`src/rtl/fifo_pkg.sv`:
```
// -----------------------------------------------------------------------------
// fifo_pkg
// Shared definitions for the parametrised synchronous FIFO:
//   - clog2()            : ceiling log2, used to size pointers and the count
//   - fifo_err_t         : sticky error flag pair {overflow, underflow}
//   - FIFO_DEFAULT_WIDTH : default data word width
//   - FIFO_DEFAULT_DEPTH : default number of entries
// -----------------------------------------------------------------------------
package fifo_pkg;

  localparam int FIFO_DEFAULT_WIDTH = 32;
  localparam int FIFO_DEFAULT_DEPTH = 128;

  typedef struct packed {
    logic overflow;
    logic underflow;
  } fifo_err_t;

  // Number of bits needed to encode values 0..value-1 (0 for value <= 1).
  function automatic int clog2(input int value);
    int result;
    result = 0;
    for (int v = value - 1; v > 0; v = v >> 1) begin
      result++;
    end
    return result;
  endfunction

endpackage : fifo_pkg

```
`src/rtl/sync_fifo_mem.sv`:
```
// -----------------------------------------------------------------------------
// sync_fifo_mem
// Simple dual-port storage array for sync_fifo_param: DEPTH x WIDTH,
// synchronous write port and asynchronous (combinational) read port.
// Both the first-word-fall-through and registered read stages of the FIFO
// are built on the single read port.
// Ports:
//   clk        in   rising-edge clock
//   wr_en_i    in   write strobe
//   wr_addr_i  in   write address (AW bits)
//   wr_data_i  in   write data (WIDTH bits)
//   rd_addr_i  in   read address (AW bits)
//   rd_data_o  out  contents at rd_addr_i (WIDTH bits)
// -----------------------------------------------------------------------------
module sync_fifo_mem
  import fifo_pkg::*;
#(
  parameter int WIDTH = FIFO_DEFAULT_WIDTH,
  parameter int DEPTH = FIFO_DEFAULT_DEPTH,
  parameter int AW    = clog2(DEPTH)
) (
  input  logic             clk,
  input  logic             wr_en_i,
  input  logic [AW-1:0]    wr_addr_i,
  input  logic [WIDTH-1:0] wr_data_i,
  input  logic [AW-1:0]    rd_addr_i,
  output logic [WIDTH-1:0] rd_data_o
);

  logic [WIDTH-1:0] mem_q [DEPTH];

  // NOTE: the array has no reset; occupancy is tracked by pointers and count,
  // so stale contents are never observed and the array can map onto RAM.
  always_ff @(posedge clk) begin
    if (wr_en_i) begin
      mem_q[wr_addr_i] <= wr_data_i;
    end
  end

  assign rd_data_o = mem_q[rd_addr_i];

endmodule : sync_fifo_mem

```
`src/rtl/sync_fifo_param.sv`:
```
// -----------------------------------------------------------------------------
// sync_fifo_param
// Parametrised single-clock FIFO used to decouple pipeline stages
// (fetch->decode queue, store buffer). Any DEPTH >= 2 (not necessarily a power
// of two), exact occupancy count, almost-full/almost-empty thresholds, sticky
// overflow/underflow flags and a synchronous flush.
//
// Build option:
//   SYNC_FIFO_FWFT_EN defined   : first-word-fall-through; rd_data shows the
//                                 head whenever non-empty, rd_valid = !empty.
//   SYNC_FIFO_FWFT_EN undefined : registered read; an accepted read loads
//                                 rd_data and pulses rd_valid for one cycle.
//
// Ports:
//   clk           in   rising-edge clock
//   rst_n         in   asynchronous active-low reset
//   flush         in   synchronous clear of contents and error flags
//   wr_en         in   write request
//   wr_data       in   write data (WIDTH)
//   rd_en         in   read request
//   rd_data       out  read data (WIDTH)
//   rd_valid      out  rd_data carries a valid word
//   full          out  count == DEPTH
//   empty         out  count == 0
//   almost_full   out  count >= AF_LEVEL
//   almost_empty  out  count <= AE_LEVEL
//   count         out  occupancy (CW = clog2(DEPTH+1) bits)
//   overflow      out  sticky: write attempted while full
//   underflow     out  sticky: read attempted while empty
// -----------------------------------------------------------------------------
module sync_fifo_param
  import fifo_pkg::*;
#(
  parameter  int WIDTH    = FIFO_DEFAULT_WIDTH,
  parameter  int DEPTH    = FIFO_DEFAULT_DEPTH,
  parameter  int AF_LEVEL = DEPTH - 2,
  parameter  int AE_LEVEL = 2,
  localparam int CW       = clog2(DEPTH + 1)
) (
  input  logic             clk,
  input  logic             rst_n,
  input  logic             flush,
  input  logic             wr_en,
  input  logic [WIDTH-1:0] wr_data,
  input  logic             rd_en,
  output logic [WIDTH-1:0] rd_data,
  output logic             rd_valid,
  output logic             full,
  output logic             empty,
  output logic             almost_full,
  output logic             almost_empty,
  output logic [CW-1:0]    count,
  output logic             overflow,
  output logic             underflow
);

  localparam int            AW        = clog2(DEPTH);
  localparam logic [AW-1:0] LAST_ADDR = AW'(DEPTH - 1);
  localparam logic [CW-1:0] DEPTH_C   = CW'(DEPTH);
  localparam logic [CW-1:0] AF_C      = CW'(AF_LEVEL);
  localparam logic [CW-1:0] AE_C      = CW'(AE_LEVEL);

  logic [AW-1:0]    wr_ptr_q, wr_ptr_d;
  logic [AW-1:0]    rd_ptr_q, rd_ptr_d;
  logic [CW-1:0]    count_q, count_d;
  fifo_err_t        err_q, err_d;
  logic             wr_accept, rd_accept;
  logic [WIDTH-1:0] head_data;

  // Explicit wrap so non-power-of-two depths work.
  function automatic logic [AW-1:0] ptr_inc(input logic [AW-1:0] ptr);
    return (ptr == LAST_ADDR) ? '0 : ptr + 1'b1;
  endfunction

  // Flags decode straight from the registered count.
  assign full         = (count_q == DEPTH_C);
  assign empty        = (count_q == '0);
  assign almost_full  = (count_q >= AF_C);
  assign almost_empty = (count_q <= AE_C);
  assign count        = count_q;
  assign overflow     = err_q.overflow;
  assign underflow    = err_q.underflow;

  // Acceptance uses start-of-cycle flags: no write-through when full,
  // no read-through when empty.
  assign wr_accept = wr_en && !full;
  assign rd_accept = rd_en && !empty;

  sync_fifo_mem #(
    .WIDTH (WIDTH),
    .DEPTH (DEPTH),
    .AW    (AW)
  ) u_mem (
    .clk       (clk),
    .wr_en_i   (wr_accept && !flush),
    .wr_addr_i (wr_ptr_q),
    .wr_data_i (wr_data),
    .rd_addr_i (rd_ptr_q),
    .rd_data_o (head_data)
  );

  always_comb begin
    // NOTE: every next-state signal takes its hold value first, so no path
    // through this block leaves one unassigned and no latch is inferred.
    wr_ptr_d = wr_ptr_q;
    rd_ptr_d = rd_ptr_q;
    count_d  = count_q;
    err_d    = err_q;
    if (flush) begin
      wr_ptr_d = '0;
      rd_ptr_d = '0;
      count_d  = '0;
      err_d    = '0;
    end else begin
      if (wr_accept) wr_ptr_d = ptr_inc(wr_ptr_q);
      if (rd_accept) rd_ptr_d = ptr_inc(rd_ptr_q);
      case ({wr_accept, rd_accept})
        2'b10:   count_d = count_q + 1'b1;
        2'b01:   count_d = count_q - 1'b1;
        default: count_d = count_q;
      endcase
      err_d.overflow  = err_q.overflow  | (wr_en && full);
      err_d.underflow = err_q.underflow | (rd_en && empty);
    end
  end

  // NOTE: sequential state is updated with non-blocking assignments only, so
  // every register samples the pre-edge values regardless of block order.
  always_ff @(posedge clk or negedge rst_n) begin
    if (!rst_n) begin
      wr_ptr_q <= '0;
      rd_ptr_q <= '0;
      count_q  <= '0;
      err_q    <= '0;
    end else begin
      wr_ptr_q <= wr_ptr_d;
      rd_ptr_q <= rd_ptr_d;
      count_q  <= count_d;
      err_q    <= err_d;
    end
  end

`ifdef SYNC_FIFO_FWFT_EN
  // Head word is presented directly from the array read port.
  assign rd_data  = empty ? '0 : head_data;
  assign rd_valid = !empty;
`else
  logic [WIDTH-1:0] rd_data_q, rd_data_d;
  logic             rd_valid_q, rd_valid_d;

  always_comb begin
    rd_data_d  = rd_data_q;
    rd_valid_d = 1'b0;
    if (!flush && rd_accept) begin
      rd_data_d  = head_data;
      rd_valid_d = 1'b1;
    end
  end

  always_ff @(posedge clk or negedge rst_n) begin
    if (!rst_n) begin
      rd_data_q  <= '0;
      rd_valid_q <= 1'b0;
    end else begin
      rd_data_q  <= rd_data_d;
      rd_valid_q <= rd_valid_d;
    end
  end

  assign rd_data  = rd_data_q;
  assign rd_valid = rd_valid_q;
`endif

endmodule : sync_fifo_param
```
`config.mk`:
```
export PLATFORM = sky130hd
export DESIGN_NAME = sync_fifo_param
export DESIGN_NICKNAME = d
export VERILOG_FILES = /design/src/rtl/fifo_pkg.sv /design/src/rtl/sync_fifo_mem.sv /design/src/rtl/sync_fifo_param.sv
export SDC_FILE = /design/constraint.sdc
export NUM_CORES = 2
export LEC_CHECK = 0
export CAP_MARGIN = 20
export CORE_MARGIN = 1
export CORE_UTILIZATION = 30
export DETAILED_ROUTE_END_ITERATION = 10
export PLACE_DENSITY = 0.55
export SYNTH_ARGS = -nofsm -noshare
export SYNTH_HDL_FRONTEND = slang
export SYNTH_SLANG_ARGS = --single-unit
```
`constraint.sdc`:
```
create_clock -name clk -period 9.4 [get_ports clk]
set_input_delay 1.41 -clock clk [delete_from_list [all_inputs] [get_ports clk]]
set_output_delay 1.41 -clock clk [all_outputs]
set_load 0.03 [all_outputs]
```
Word level (Yosys, flattened, before mapping) --
Memory sizes are Yosys's and may differ from the RTL's. A register that Yosys moved wholly into a read port is not among the register bits. Index checks and enable logic that the tools add are counted.
Word-level totals: input bits 37, memories 1, bits in writable memories 4096, logic and storage cells 46, bits in registers 25, output and inout bits 47
Memories:
- u_mem.mem_q | depth 128, width 32, read ports 1, clocked after memory_dff 1, write ports 1, line sync_fifo_mem.sv:30 | logic [WIDTH-1:0] mem_q [DEPTH];
Cells by class: bitwise operators 2, reduce and logical (&&, ||, !) cells 14, order comparisons 2, equality and inequality tests 5, add/subtract/negate cells 4, mux-type cells 12
Operators by type and width (number):
- 7-bit 2-to-1 mux | 6
- 8-bit case mux with 2 select lines | 1
- 7-bit by 1-bit adder with 7-bit output (second input constant) | 2
- 7-bit equality test (second input constant) | 2
- 8-bit by 1-bit adder with 8-bit output (second input constant) | 1
- 8-bit equality test (second input constant) | 1
- 8-bit by 7-bit greater-or-equal comparator with 1-bit output (second input constant) | 1
- 8-bit by 2-bit <= comparator with 1-bit output (second input constant) | 1
- 8-bit zero test | 1
- 8-bit 2-to-1 mux | 1
- 8-bit by 1-bit subtractor with 8-bit output (second input constant) | 1
- 1-bit logical AND | 6
- 1-bit zero test | 4
- 2-bit nonzero test | 2
- 1-bit 2-to-1 mux | 3
- 3-bit nonzero test | 1
- 2-bit by 1-bit equality test with 1-bit output (second input constant) | 1
- 2-bit equality test (second input constant) | 1
- 2-bit 2-to-1 mux | 1
- 1-bit OR | 2

Logic depth before layout (Yosys ltp) --
word-level depth 6, mapped depth 14

By module --
A second synthesis with hierarchy kept.
Unflattened totals: cell total of the unflattened synthesis 6194, area total of the unflattened synthesis 158360.6 um2
Modules (own cells, without submodules):
- sync_fifo_mem | times used 1, cells each 5958, area each 155635.5 um2
- sync_fifo_param | times used 1, cells each 236, area each 2725.1 um2

Worst setup path after synthesis --
OpenSTA, ideal clock, no wires.
path kind flip-flop to output port, start point reg count_q[4], in the netlist count[4], end point out almost_empty, stages on the path, launching flop included 4, setup slack 5244 ps, data arrival time 2746 ps, cell sequence dfrtp_1 -> or4_1 -> buf_2 -> a2111oi_0
On the way: longest elaborated chain between the ends 1
Ends and longest elaborated chain:
- start: declaration | line sync_fifo_param.sv:65 | logic [CW-1:0] count_q, count_d;
- start signal: assignment | line sync_fifo_param.sv:138 | count_q <= count_d;
- 8-bit by 2-bit <= comparator with 1-bit output | line sync_fifo_param.sv:79 | assign almost_empty = (count_q <= AE_C);
- end: declaration | line sync_fifo_param.sv:51 | output logic almost_empty,
No other way between the ends.

==> flow_metrics.env <==
export IMPL_vias=79673
export IMPL_grt_util_all_layers_pct=17.7
export IMPL_setup_viol=0
export IMPL_fp_dieArea_mm2=0.533
export IMPL_status="completed"
export IMPL_drt_drc_violations_left=0
export IMPL_synthToLayoutAreaGrowth_pct=15.2
export IMPL_gp_congestion=0.854
export IMPL_utilization_pct=34.7
export IMPL_crit_type="flip-flop to flip-flop"
export IMPL_drt_pass1_iter_count=6
export IMPL_synth_compound_area_share_pct=3.30
export IMPL_synth_top_family_by_area="multiplexers"
export IMPL_clockBufferDepth=4
export IMPL_first_iter_violations=11424
export IMPL_synthArstFlopShare_pct=1.37
export IMPL_cap_violations=0
export IMPL_synthMuxAreaShare_pct=15.3
export IMPL_p_leak_nw=54.6
export IMPL_synth_xor_area_share_pct=0.0605
export IMPL_synthFlopType="edfxtp_1"
export IMPL_ys_seq_area_share_pct=78.2
export IMPL_synth_avg_cell_area_um2=22.5
export IMPL_start_util_pct=30.1
export IMPL_synth_ff_latch_count=4153
export IMPL_core_area_mm2=0.528
export IMPL_grt_max_degree=121
export IMPL_nets=7540
export IMPL_hp_class="input port to asynchronous set/reset pin"
export IMPL_cts_resized=0
export IMPL_die_h_um=730
export IMPL_finalCritPeriodShare_pct=56.4
export IMPL_critical_path_required_ps=10230
export IMPL_die_w_um=730
export IMPL_startpoint="rd_ptr_q[0]"
export IMPL_timing_final_crit_period_ps=5300
export IMPL_worstSetupEndpointType="flip-flop"
export IMPL_hpwl_mm=286
export IMPL_skew_ps=98.0
export IMPL_cts_root_buf="clkbuf_16"
export IMPL_synthSimpleGateAreaFrac_pct=1.54
export IMPL_portBuffers=83
export IMPL_postRouteAntennaNets=0
export IMPL_synth_adder_area_share_pct=0.0472
export IMPL_clkTransAtPathRegs_ps=70
export IMPL_grt_ovfl_total=0
export IMPL_ios=84
export IMPL_clock_latency_ps=1010
export IMPL_hold_violations=0
export IMPL_yosysWarnings=0
export IMPL_drive_above_1_share_pct=26.1
export IMPL_max_slew_margin_pct=17.8
export IMPL_postCtsSetupBuffers=0
export IMPL_synth_edf_count=4096
export IMPL_cts_tree="built"
export IMPL_synth_fp_nets=7130
export IMPL_worstPathArrival_ps=6140
export IMPL_syn_area_mm2=0.159
export IMPL_synthCells=7087
export IMPL_numCtsBuffers=415
export IMPL_ff2ff_path_depth=8
export IMPL_drv_slew=0
export IMPL_fp_row_count=267
export IMPL_crit_path_start_kind="flip-flop"
export IMPL_grt_pass1_vias=77994
export IMPL_synth_cell_types=76
export IMPL_cp_max_fo=74
export IMPL_synth_most_common_cell="edfxtp_1"
export IMPL_ir_worst_vdd_uv=193
export IMPL_max_slew_worst_pin_slew_ps=1230
export IMPL_ctsHoldBuffers=0
export IMPL_avgViaCountPerCell=5.36
export IMPL_yosys_area_top_type="edfxtp_1"
export IMPL_synth_top_area_share_pct=77.3
export IMPL_r2r_start="rd_ptr_q[0]"
export IMPL_routed_wl_mm=485
export IMPL_powerDensity_mw_per_mm2=245
export IMPL_setup_tns_ps=0
export IMPL_post_drt_wl_per_cell_um=32.6
export IMPL_synth_commonest_cells="4096 x edfxtp_1, 953 x mux4_2, 288 x mux2i_1"
export IMPL_grt_first_pass_wirelength_mm=658
export IMPL_antenna_found_initial=54
export IMPL_htreeDepth=5
export IMPL_synth_area_leaders="edfxtp_1 77%, mux4_2 13%, mux2i_1 1.8%, dfrtp_1 0.90%, a22oi_1 0.66%"
export IMPL_rsz0062_at_grt="no"
export IMPL_clock_sinks=4153
export IMPL_max_freq_ghz=0.189
[report_power, final]
part	total [mW]	leakage (nW)	switching, mW	internal, mW
logic	7.94	10.7	4.50	3.43
clock network	16.1	6.36	7.13	8.98
registers	20.8	37.5	0.389	20.5
total	44.9	54.6	12.0	32.9
[kinds of logic (layout without fill, tap and decap cells)]
kind of cell,after synthesis,count (layout)
other cells,0,28
compound gates,722,722
mux,1246,1246
fa+ha+maj,6,6
buf+inv,410,1156
flops,4153,4153
xor+xnor,11,11
simple gates,539,539
[sequential cells by signal, indices dropped and copies added (netlist names)]
signal and count:
rd_valid 1, underflow 1, count 8, u_mem.mem_q 4096, rd_data 32, overflow 1
rd_ptr_q 7, wr_ptr_q 7
[final cells by class]
| cell class | count | area (um2) |
|---|---|---|
| multi-input cells | 2524 | 33400 |
| clock inverters | 220 | 2080 |
| repair buffers | 394 | 3560 |
| clock buffers | 533 | 11000 |
| fillers | 48711 | 345000 |
| diodes | 28 | 70.1 |
| well taps | 6994 | 8750 |
| flip-flops and latches | 4153 | 124000 |
| inverters | 9 | 43.8 |
[placed cells by master, fill, tap and decap left out, types with 27 or more instances in the layout]
master,instances
edfxtp_1,4096
mux4_2,953
clkbuf_16,418
buf_4,307
mux2i_1,288
a22oi_1,139
nor2_4,130
nand2_1,115
a21oi_1,105
clkbuf_1,100
clkinv_1,89
o22ai_1,81
nor2_1,74
a221oi_1,66
clkinv_2,65
a22o_1,62
nor3_1,57
o221ai_1,56
dfrtp_1,50
clkdlybuf4s50_1,50
nand3_1,44
o21ai_0,43
a211oi_1,42
diode_2,28
buf_12,28
a31oi_1,27
[layer usage]
layer  part of all wire [%]  GRT usage (%)
met5                  0.017              0
met4                    3.6           5.71
met3                     10           4.30
met2                     46           27.4
met1                     40           24.5
[path summary, 6_finish.rpt]
path	endpoint	slack, ps
max	rd_data[4]	4100
min	count[4]	290
max reg2reg	rd_data[4]	4100
min reg2reg	underflow	510
max in group asynchronous	rd_ptr_q[3]	7630
min in group clk	underflow	510
[per-stage QoR]
stage                     hold WS [ps]  power [mW]  instances  worst slack [ps]  area (um2)
after floorplan                    571        26.4       7087              5240      159000
after global placement             509        29.2      14046              3450      170000
after detailed placement           492        29.2      14072              3380      170000
after CTS                          228        45.2      14825              4170      183000
after global routing               255        46.2      14828              4000      183000
final                              291        44.9      14855              4100      183000
[worst max-delay path, cell delays in order, from the launching register on]
cell	delay [ps]
dfrtp_4	840
buf_12	570
buf_4	640
mux4_2	640
a22o_1	220
a221oi_1	680
o32ai_1	300
nor3_1	960
o31ai_1	150
Note: power is estimated with default switching activity, not from simulation.
